==> config.mk <==
export PLATFORM = sky130hd
export DESIGN_NAME = cmp_sweep_ctrl
export DESIGN_NICKNAME = d
export VERILOG_FILES = /design/src/rtl/cmp_sweep_ctrl.sv
export SDC_FILE = /design/constraint.sdc
export NUM_CORES = 1
export LEC_CHECK = 0
export CORE_MARGIN = 1.5
export CORE_UTILIZATION = 25
export DETAILED_ROUTE_END_ITERATION = 6
export GPL_ROUTABILITY_DRIVEN = 0
export PLACE_DENSITY = 0.45
export SLEW_MARGIN = 20
export SYNTH_ARGS = -nofsm -noshare
export SYNTH_HDL_FRONTEND = slang
export SYNTH_SLANG_ARGS = --single-unit
==> constraint.sdc <==
create_clock -name clk -period 2.8 [get_ports clk]
set_input_delay 0.42 -clock clk [delete_from_list [all_inputs] [get_ports clk]]
set_output_delay 0.42 -clock clk [all_outputs]
set_load 0.05 [all_outputs]
==> src/rtl/cmp_sweep_ctrl.sv <==
`default_nettype none
// ============================================================================
// Module   : cmp_sweep_ctrl
// Brief    : Exhaustive self-check sequencer for a W-bit magnitude comparator.
// Revision : 1.0
// ============================================================================
module cmp_sweep_ctrl #(
    parameter int W      = 3,
    parameter int SETTLE = 1
) (
    input  logic             clk,
    input  logic             rst_n,
    input  logic             start,
    input  logic             abort,
    output logic [W-1:0]     a_out,
    output logic [W-1:0]     b_out,
    input  logic             gt_in,
    input  logic             eq_in,
    input  logic             lt_in,
    output logic             busy,
    output logic             done,
    output logic             pass,
    output logic [2*W:0]     err_count,
    output logic             first_fail_valid,
    output logic [2*W-1:0]   first_fail_vec
);

    localparam int c_VEC_W = 2 * W;
    localparam int c_ERR_W = 2 * W + 1;
    localparam int c_CNT_W = (SETTLE > 1) ? $clog2(SETTLE) : 1;

    localparam logic [c_CNT_W-1:0] c_CNT_LOAD = c_CNT_W'(SETTLE - 1);
    localparam logic [c_VEC_W-1:0] c_VEC_LAST = {c_VEC_W{1'b1}};

    localparam logic [1:0] c_IDLE  = 2'd0;
    localparam logic [1:0] c_WAIT  = 2'd1;
    localparam logic [1:0] c_CHECK = 2'd2;
    localparam logic [1:0] c_DONE  = 2'd3;

    logic [1:0]         r_state, w_state_nxt;
    logic [c_VEC_W-1:0] r_vec,   w_vec_nxt;
    logic [c_CNT_W-1:0] r_cnt,   w_cnt_nxt;
    logic [c_ERR_W-1:0] r_err,   w_err_nxt;
    logic               r_ffv,   w_ffv_nxt;
    logic [c_VEC_W-1:0] r_ffvec, w_ffvec_nxt;

    logic [W-1:0]       w_a;
    logic [W-1:0]       w_b;
    logic [2:0]         w_expect;
    logic               w_mismatch;

    assign w_a        = r_vec[c_VEC_W-1:W];
    assign w_b        = r_vec[W-1:0];
    assign w_expect   = {w_a > w_b, w_a == w_b, w_a < w_b};
    // Exact compare against the one-hot truth also rejects zero/multi-hot answers.
    assign w_mismatch = ({gt_in, eq_in, lt_in} != w_expect);

    always_ff @(posedge clk or negedge rst_n) begin
        if (!rst_n) begin
            r_state <= c_IDLE;
            r_vec   <= '0;
            r_cnt   <= '0;
            r_err   <= '0;
            r_ffv   <= 1'b0;
            r_ffvec <= '0;
        end else begin
            r_state <= w_state_nxt;
            r_vec   <= w_vec_nxt;
            r_cnt   <= w_cnt_nxt;
            r_err   <= w_err_nxt;
            r_ffv   <= w_ffv_nxt;
            r_ffvec <= w_ffvec_nxt;
        end
    end

    always_comb begin
        w_state_nxt = r_state;
        w_vec_nxt   = r_vec;
        w_cnt_nxt   = r_cnt;
        w_err_nxt   = r_err;
        w_ffv_nxt   = r_ffv;
        w_ffvec_nxt = r_ffvec;
        // Abort freezes every result register; only the state is forced.
        if (abort) begin
            w_state_nxt = c_IDLE;
        end else begin
            case (r_state)
                c_IDLE, c_DONE: begin
                    if (start) begin
                        w_state_nxt = c_WAIT;
                        w_vec_nxt   = '0;
                        w_cnt_nxt   = c_CNT_LOAD;
                        w_err_nxt   = '0;
                        w_ffv_nxt   = 1'b0;
                        w_ffvec_nxt = '0;
                    end
                end
                c_WAIT: begin
                    if (r_cnt == '0) begin
                        w_state_nxt = c_CHECK;
                    end else begin
                        w_cnt_nxt = r_cnt - c_CNT_W'(1);
                    end
                end
                c_CHECK: begin
                    if (w_mismatch) begin
                        w_err_nxt = r_err + c_ERR_W'(1);
                        if (!r_ffv) begin
                            w_ffv_nxt   = 1'b1;
                            w_ffvec_nxt = r_vec;
                        end
                    end
                    if (r_vec == c_VEC_LAST) begin
                        w_state_nxt = c_DONE;
                    end else begin
                        w_state_nxt = c_WAIT;
                        w_vec_nxt   = r_vec + c_VEC_W'(1);
                        w_cnt_nxt   = c_CNT_LOAD;
                    end
                end
                default: begin
                    w_state_nxt = c_IDLE;
                end
            endcase
        end
    end

    assign a_out            = w_a;
    assign b_out            = w_b;
    assign busy             = (r_state == c_WAIT) || (r_state == c_CHECK);
    assign done             = (r_state == c_DONE);
    assign pass             = done && (r_err == '0);
    assign err_count        = r_err;
    assign first_fail_valid = r_ffv;
    assign first_fail_vec   = r_ffvec;

endmodule
`default_nettype wire

==> flow_summary_export.csv, run 1 <==
group,metric,value,unit
run_status,outcome,"finished clean",
cts,cts_resized,0,
synth,yosysSeqAreaShare,0.401,
pwr,switching_power,0.626,mW
pwr,pwr-share-seq,0.304,
floorplan,fp-row-count,26,
synth,ys_ff_latch,22,
cts,cts_hold_buf,0,
cells_and_area,fin_area,1800,µm²
job,maxCapViolations,0,
min_path,worstHoldPathType,"input pin to async pin",
synth,syn-cell-area,1370,µm²
cts,cts_max_level,1,
routing,dr_wl_met2,1860,µm
synth,synthMuxAreaShare,0.0292,
pwr,comb_power_share,0.549,
synth,synth_nets,168,
synth,synthFlopType,"dfrtp_1",
timing,grt_setup_unrepaired,"false",
placed_design,hpwlAfterDp,2780,µm
pwr,powerDensity,740,nW/µm²
cts,path_clk_slew,0.08,ns
global_route,grt_pass1_vias,1198,
cells_and_area,syn2layout_area_growth,31.1,%
routing,routed_wl,3600,µm
synth,synth-simple-area-share,0.221,
timing,hold_violations,0,
cts,postCtsSetupBuffers,0,
timing,drv_slew,0,
floorplan,dieWidth,77.1,µm
critical_path,crit_path_max_fanout,11,
timing,max_slew_margin,0.585,
critical_path,crit_required,2.95,ns
synth,yosysUniqueCellTypes,43,
timing,whs,0.512,ns
pwr,switching_share,0.470,
pwr,clockPowerShare,0.147,
cells_and_area,diodes,0,
pwr,power.leakage,0.759,nW
global_route,antenna_found_initial,0,
cells_and_area,drive_gt1_frac,0.0874,
floorplan,die_y,77.1,µm
cts,cts-root-buf,"clkbuf_8",
cts,cts_tree,"yes",
floorplan,ios,30,
placed_design,post_dp_cell_area,1760,µm²
synth,synth_fa_ha_area_frac,0.0912,
routing,met1Wirelength,1610,µm
timing,period_share,0.919,
cts,clkLatencyLatePin,0.26,ns
floorplan,dieArea,5940,µm²
critical_path,end_kind,"flip-flop",
timing,setup_viol,0,
floorplan,floorplan.initialDensity,0.264,
routing,drc,0,
critical_path,setup.worst_path.start_class,"flip-flop",
timing,min_period,2.57,ns
cts,cts-buffers-inserted,3,
synth,synth_commonest_cells,"dfrtp_1, nand2_1, nor2_1, o21ai_0",
routing,postRouteAntennaNets,0,
synth,synth_top_family_by_area,"simple AND/OR/NAND/NOR gates",
critical_path,crit_arrival,2.72,ns
synth,synth_top_area_share,0.401,
synth,synthMostInstantiatedCell,"dfrtp_1",
pwr,total_power,1.33,mW
floorplan,core_area,5200,µm²
global_route,overflow,0,
routing,vias,1223,
synth,synth_cells,151,
pwr,irDropWorstVdd,556,µV
synth,synth_area_leaders,"dfrtp_1, ha_1, nand2_1, o21ai_0, a22oi_1",
critical_path,worstSetupPathType,"flip-flop to flip-flop",
synth,syn_avg_cell_area,9.09,µm²
pwr,power.internal,0.705,mW
routing,viasPerCell,4.83,
synth,synth_edf_count,0,
placed_design,portBuffers,29,
synth,synthXorXnorAreaFrac,0.00638,
global_route,grt_pass1_wl,6180,µm
routing,dr.first_iter.drc_count,81,
synth,yosys.area.top_type,"dfrtp_1",
timing,skew,0.00106,ns
synth,synth-compound-area-share,0.202,
cells_and_area,fill_cells,569,
timing,tightest_slew,0.618,ns
synth,ys_warn_count,0,
global_route,grt_max_degree,23,
routing,dr_wl_met3,97,µm
cts,clock_path_buffers,2,
global_route,grt_use_total,0.131,
routing,highest_layer,"met4",
synth,async_flop_share,1.00,
routing,wl_per_cell,14.2,µm
routing,dr.pass1.iters,5,
cells_and_area,fin_nets,202,
cts,numClockSinks,22,
timing,max_freq,389,MHz
timing,fin_tns_setup,0,ns
layout by cell type (no fill, tap or decap), types with 3 or more instances in the layout:
cell	netlist	layout
a21oi_1	4	4
a22oi_1	6	6
buf_4	1	5
clkbuf_8	0	3
clkdlybuf4s50_1	0	29
dfrtp_1	22	22
ha_1	10	10
inv_1	10	10
mux2i_1	4	4
nand2_1	19	19
nand3_1	5	5
nor2_1	11	11
nor3_1	4	4
o21ai_0	11	11
o21ai_1	6	6
cells by family (layout without fill, tap and decap cells):
kind of cell,after synthesis,in the layout
and+or+nand+nor,58,58
AOI/OAI and AO/OA,41,41
DFF,22,22
buffers and inverters,15,47
adders and majority gates,10,10
muxes,4,4
xor gates and xnor gates,1,1
layer usage:
metal | vias up | GRT usage
li1 | 604 | -
met1 | 597 | 0.170
met2 | 20 | 0.225
met3 | 2 | 0.0286
met4 | 0 | 0.0218
met5 | - | 0
worst paths after layout:
check	start	endpoint	slack (ns)	cells after the start
worst min register to register	first_fail_vec[3]	first_fail_vec[3]	0.53	2
worst min-delay path	rst_n	r_state[0]	0.51	2
worst max-delay path	r_vec[2]	err_count[1]	0.23	8
max in group asynchronous	rst_n	r_vec[3]	2.05	2
min in group clk	first_fail_vec[3]	first_fail_vec[3]	0.53	2
worst max register to register	r_vec[2]	err_count[1]	0.23	8
through the flow:
stage / instances / util / setup WS [ns]
6_report: 253 / 0.346 / 0.227
5_1_grt: 253 / 0.346 / 0.0527
4_1_cts: 253 / 0.346 / 0.225
3_5_place_dp: 250 / 0.338 / 0.236
3_3_place_gp: 250 / 0.338 / 0.281
2_1_floorplan: 151 / - / 0.224
state kept, by name, summed over array words and instances, names as in the netlist:
name and count:
err_count 7, first_fail_vec 6, r_vec 6, r_state 2, first_fail_valid 1
worst max-delay path: stages (launching register included):
cell and delay [ns]:
dfrtp_1 0.46, inv_1 0.07, ha_1 0.33, nand3_2 0.11, or3b_4 0.40, a211oi_4 0.35, or2_1 0.40, nor2_2 0.08
a32o_1 0.26
power by group through the flow:
stage                     clock network [mW]  registers (mW)  logic, mW
final                                  0.195           0.405      0.731
after global routing                   0.220           0.412      0.803
after CTS                              0.207           0.406      0.741
after detailed placement                   0           0.413      0.735
after global placement                     0           0.410      0.724
after floorplan                            0           0.511      0.426
layout make-up:
cell class | count | area, µm² | share of cell area
clock buffer | 3 | 41.3 | 0.0229
inverter | 10 | 37.5 | 0.0209
multi-input combinational | 114 | 754 | 0.419
sequential | 22 | 551 | 0.306
tap | 70 | 87.6 | 0.0487
timing repair buffer | 34 | 328 | 0.182
No activity file was read; power rests on OpenSTA's default activity.
==> run 2: changes to the inputs <==
--- a/config.mk
+++ b/config.mk
@@ -10,6 +10,7 @@
 export DETAILED_ROUTE_END_ITERATION = 6
 export GPL_ROUTABILITY_DRIVEN = 0
 export PLACE_DENSITY = 0.45
+export REMOVE_ABC_BUFFERS = 1
 export SLEW_MARGIN = 20
 export SYNTH_ARGS = -nofsm -noshare
 export SYNTH_HDL_FRONTEND = slang
==> run 2 against run 1 <==
Net effect:
- sequential share of layout area stayed put
- cell area stayed put
- wire length is 1.8% higher
- clock skew is 0.0055 ns higher
- sequential power hardly changed
- die area stayed put
- register-to-register slack hardly changed
- count of clock-buffer cells in the layout stayed put
- flip-flop and latch count stayed put
- utilization stayed put
- global-route usage hardly changed
- largest power group unchanged
==> flow_summary_export.csv, run 2 (synthesis gave the netlist of run 1 again) <==
group,metric,value,unit
run_status,outcome,"finished clean",
floorplan,floorplan.initialDensity,0.264,
placed_design,post_dp_cell_area,1760,µm²
routing,viasPerCell,4.88,
pwr,clockPowerShare,0.149,
cells_and_area,largest_reg_flops,7,
global_route,grt_use_total,0.130,
routing,dr_wl_met2,1740,µm
timing,setup_viol,0,
placed_design,pre_cts_ws,0.243,ns
pwr,power.internal,0.713,mW
global_route,antenna_found_initial,0,
global_route,grt_pass1_vias,1297,
timing,fin_ws,0.237,ns
floorplan,ios,30,
cells_and_area,fin_area,1800,µm²
pwr,switching_share,0.476,
cts,cts_max_level,1,
floorplan,core_area,5200,µm²
pwr,total_power,1.36,mW
critical_path,worst_r2r_path_depth,8,
cts,path_clk_slew,0.09,ns
cts,cts_resized,0,
routing,vias,1235,
cells_and_area,post-route-util,0.346,
cts,cts-buffers-inserted,3,
pwr,comb_power_share,0.550,
cts,numClockSinks,22,
timing,grt_setup_unrepaired,"false",
cells_and_area,mostFrequentLayoutCells,"clkdlybuf4s50_1, dfrtp_1, nand2_1",
timing,tightest_slew,0.514,ns
cells_and_area,fin_nets,202,
timing,skew,0.00659,ns
routing,drc,0,
global_route,grt_max_degree,23,
routing,highest_layer,"met3",
critical_path,worstSetupPathType,"flip-flop to flip-flop",
placed_design,placed_cells,250,
critical_path,crit_required,2.96,ns
routing,dr.first_iter.drc_count,78,
global_route,grt_pass1_wl,6350,µm
pwr,switching_power,0.647,mW
timing,max_freq,390,MHz
cts,postCtsSetupBuffers,0,
critical_path,crit_path_max_fanout,11,
timing,max_slew_margin,0.656,
timing,whs,0.510,ns
cells_and_area,diodes,0,
critical_path,worstReg2RegEnd,"err_count[1]",
cells_and_area,multi_input_area,754,µm²
cells_and_area,drive_gt1_frac,0.0874,
critical_path,rrSetupSlack,0.24,ns
critical_path,r2r-start,"r_vec[2]",
pwr,irDropWorstVdd,369,µV
pwr,power.leakage,0.759,nW
cts,clock_path_buffers,2,
cells_and_area,instances_no_fill,253,
placed_design,hpwlAfterDp,2710,µm
routing,routed_wl,3660,µm
timing,drv_slew,0,
critical_path,crit_arrival,2.72,ns
cts,cts_tree,"yes",
routing,postRouteAntennaNets,0,
job,maxCapViolations,0,
cells_and_area,regArea,551,µm²
floorplan,fp-row-count,26,
pwr,powerDensity,756,nW/µm²
min_path,worstHoldPathType,"input pin to async pin",
floorplan,dieWidth,77.1,µm
global_route,overflow,0,
cts,clkLatencyLatePin,0.26,ns
timing,min_period,2.56,ns
floorplan,die_y,77.1,µm
timing,hold_violations,0,
routing,met1Wirelength,1790,µm
floorplan,dieArea,5940,µm²
cts,cts_hold_buf,0,
timing,fin_tns_setup,0,ns
cells_and_area,syn2layout_area_growth,31.1,%
cts,cts-root-buf,"clkbuf_8",
timing,period_share,0.915,
routing,wl_per_cell,14.5,µm
cells_and_area,final_common_cell,"clkdlybuf4s50_1",
cells_and_area,fill_cells,558,
critical_path,setup.worst_path.start_class,"flip-flop",
routing,dr.pass1.iters,4,
critical_path,end_kind,"flip-flop",
routing,dr_wl_met3,124,µm
pwr,pwr-share-seq,0.300,
placed_design,portBuffers,29,
-- run 2: cell counts in the layout (fill, tap and decap cells not counted) --
Identical to the previous run, type by type.
-- run 2: power groups by stage --
| stage | clock [mW] | combinational (mW) | sequential, mW |
|---|---|---|---|
| 4_1_cts | 0.214 | 0.754 | 0.409 |
| 3_3_place_gp | 0 | 0.736 | 0.413 |
| 3_5_place_dp | 0 | 0.749 | 0.415 |
| 5_1_grt | 0.232 | 0.813 | 0.415 |
| 2_1_floorplan | 0 | 0.400 | 0.511 |
| 6_report | 0.203 | 0.748 | 0.408 |
-- run 2: worst max-delay path by stage --
| stage | startpoint | to | cells after the start |
|---|---|---|---|
| floorplan | r_vec[2] | err_count[1] | 8 |
| global placement | r_vec[2] | err_count[1] | 8 |
| detailed placement | r_vec[2] | err_count[1] | 8 |
| CTS | r_vec[2] | err_count[1] | 8 |
| global route | r_vec[2] | first_fail_vec[0] | 8 |
| finish | r_vec[2] | err_count[1] | 8 |
-- run 2: worst max-delay path: stages, from the launching register on --
cell      delay (ns)
dfrtp_1         0.48
inv_1           0.07
ha_1            0.33
nand3_2         0.12
or3b_4          0.40
a211oi_4        0.35
or2_1           0.39
nor2_2          0.07
a32o_1          0.26
-- run 2: area by class of cell --
class,instances,share of cell area
multi-input cells,114,0.419
repair buffers,34,0.182
flip-flops and latches,22,0.306
well taps,70,0.0487
clock buffers,3,0.0229
inverters,10,0.0209
-- run 2: metal layers --
metal | up-vias | track usage
li1 | 604 | -
met1 | 614 | 0.171
met2 | 17 | 0.222
met3 | 0 | 0.0262
met4 | 0 | 0.0273
met5 | - | 0
==> run 3: changes to the inputs <==
--- a/config.mk
+++ b/config.mk
@@ -5,7 +5,6 @@
 export SDC_FILE = /design/constraint.sdc
 export NUM_CORES = 1
 export LEC_CHECK = 0
-export CORE_MARGIN = 1.5
 export CORE_UTILIZATION = 25
 export DETAILED_ROUTE_END_ITERATION = 6
 export GPL_ROUTABILITY_DRIVEN = 0
==> run 3 against run 2 <==
Net effect:
- first-iteration DRC count decreased by 50%
- register-to-register slack about the same
- sequential power about the same
==> flow_summary_export.csv, run 3 (synthesis gave the netlist of run 1 again) <==
group,metric,value,unit
min_path,worstHoldPathType,"input pin to async pin",
critical_path,cp_cell_sequence,"ha_1 > nor4b_1 > and3_1 > clkdlybuf4s50_1",
placed_design,placed_cells,250,
global_route,grt_max_degree,23,
critical_path,setup.worst_path.start_class,"flip-flop",
timing,max_slew_margin,0.647,
cells_and_area,diodes,0,
routing,routed_wl,3580,µm
global_route,overflow,0,
critical_path,worstSetupPathType,"flip-flop to output port",
cells_and_area,final_common_cell,"clkdlybuf4s50_1",
floorplan,fp-row-count,26,
cts,numClockSinks,22,
cts,cts_max_level,1,
critical_path,crit_path_max_fanout,5,
routing,wl_per_cell,14.1,µm
timing,fin_tns_setup,0,ns
routing,viasPerCell,4.88,
cts,clock_path_buffers,2,
cts,postCtsSetupBuffers,0,
critical_path,cpLargestDelayFamily,"buffers and inverters",
floorplan,die_y,76.1,µm
cts,cts_hold_buf,0,
critical_path,crit_path_max_incr_delay,0.80,ns
routing,dr.first_iter.drc_count,39,
cells_and_area,fin_nets,202,
floorplan,core_area,5200,µm²
placed_design,hpwlAfterDp,2690,µm
floorplan,dieWidth,76.1,µm
pwr,powerDensity,769,nW/µm²
cells_and_area,fin_area,1810,µm²
placed_design,post_dp_cell_area,1760,µm²
cells_and_area,mostFrequentLayoutCells,"clkdlybuf4s50_1, dfrtp_1, nand2_1",
cells_and_area,drive_gt1_frac,0.0924,
timing,hold_violations,0,
floorplan,dieArea,5790,µm²
critical_path,path_buf_inv,1,
cts,cts_resized,0,
floorplan,ios,30,
cells_and_area,instances_no_fill,254,
global_route,antenna_found_initial,0,
routing,drc,0,
critical_path,critPathSlowestCell,"clkdlybuf4s50_1",
global_route,grt_use_total,0.127,
floorplan,floorplan.initialDensity,0.264,
pwr,total_power,1.39,mW
timing,min_period,2.58,ns
global_route,grt_pass1_vias,1222,
routing,postRouteAntennaNets,0,
timing,drv_slew,0,
cts,cts-root-buf,"clkbuf_8",
timing,grt_setup_unrepaired,"false",
critical_path,end_kind,"output port",
cells_and_area,largest_reg_flops,7,
timing,tightest_slew,0.528,ns
job,maxCapViolations,0,
cts,cts_tree,"yes",
timing,skew,0.00403,ns
timing,period_share,0.920,
timing,setup_viol,0,
cts,cts-buffers-inserted,3,
cts,path_clk_slew,0.09,ns
timing,max_freq,388,MHz
run_status,outcome,"finished clean",
cts,clkLatencyLatePin,0.27,ns
cells_and_area,syn2layout_area_growth,32.1,%
routing,vias,1239,
pwr,irDropWorstVdd,475,µV
critical_path,crit_required,2.38,ns
global_route,grt_pass1_wl,5970,µm
placed_design,portBuffers,29,
routing,dr.pass1.iters,4,
pwr,power.leakage,0.766,nW
critical_path,crit_arrival,2.16,ns
-- run 3: worst paths after layout --
kind	cells past startpoint	slack [ns]	start	endpoint
max	4	0.22	r_state[0]	pass
min	2	0.51	rst_n	err_count[6]
max in group asynchronous	2	2.06	rst_n	first_fail_vec[0]
min reg2reg	2	0.53	first_fail_vec[3]	first_fail_vec[3]
min in group clk	2	0.53	first_fail_vec[3]	first_fail_vec[3]
max reg2reg	8	0.25	r_vec[2]	err_count[1]
-- run 3: final cells by class --
| class | count | area (µm²) |
|---|---|---|
| Sequential cell | 22 | 551 |
| Fill cell | 548 | 3390 |
| Clock buffer | 4 | 55.1 |
| Timing Repair Buffer | 34 | 328 |
| Inverter | 10 | 37.5 |
| Multi-Input combinational cell | 114 | 754 |
| Tap cell | 70 | 87.6 |
-- run 3: worst register-to-register path, delay by kind of cell (launching register included) --
family | cells | cell delay [ns]
fa+ha+maj | 1 | 0.32
flops | 1 | 0.48
compound gates | 2 | 0.60
buf+inv | 1 | 0.07
simple gates | 4 | 0.97
-- run 3: power breakdown --
part,switching (mW),internal (mW),total (mW),leakage [nW]
combinational,0.487,0.257,0.744,0.435
sequential,0.0497,0.359,0.409,0.302
clock,0.115,0.126,0.241,0.0288
-- run 3: metrics by stage --
stage | setup WS, ns | util | hold WS, ns
after floorplan | 0.174 | - | 0.124
after global placement | 0.320 | 0.338 | 0.523
after detailed placement | 0.255 | 0.338 | 0.528
after CTS | 0.225 | 0.348 | 0.526
after global routing | 0.0945 | 0.348 | 0.538
final | 0.223 | 0.348 | 0.510
-- run 3: routing by layer --
| layer | up-vias | wire, µm | track usage |
|---|---|---|---|
| li1 | 607 | - | - |
| met5 | - | 0 | 0 |
| met2 | 27 | 1680 | 0.208 |
| met1 | 603 | 1710 | 0.164 |
| met3 | 2 | 179 | 0.0359 |
| met4 | 0 | 14 | 0.0327 |
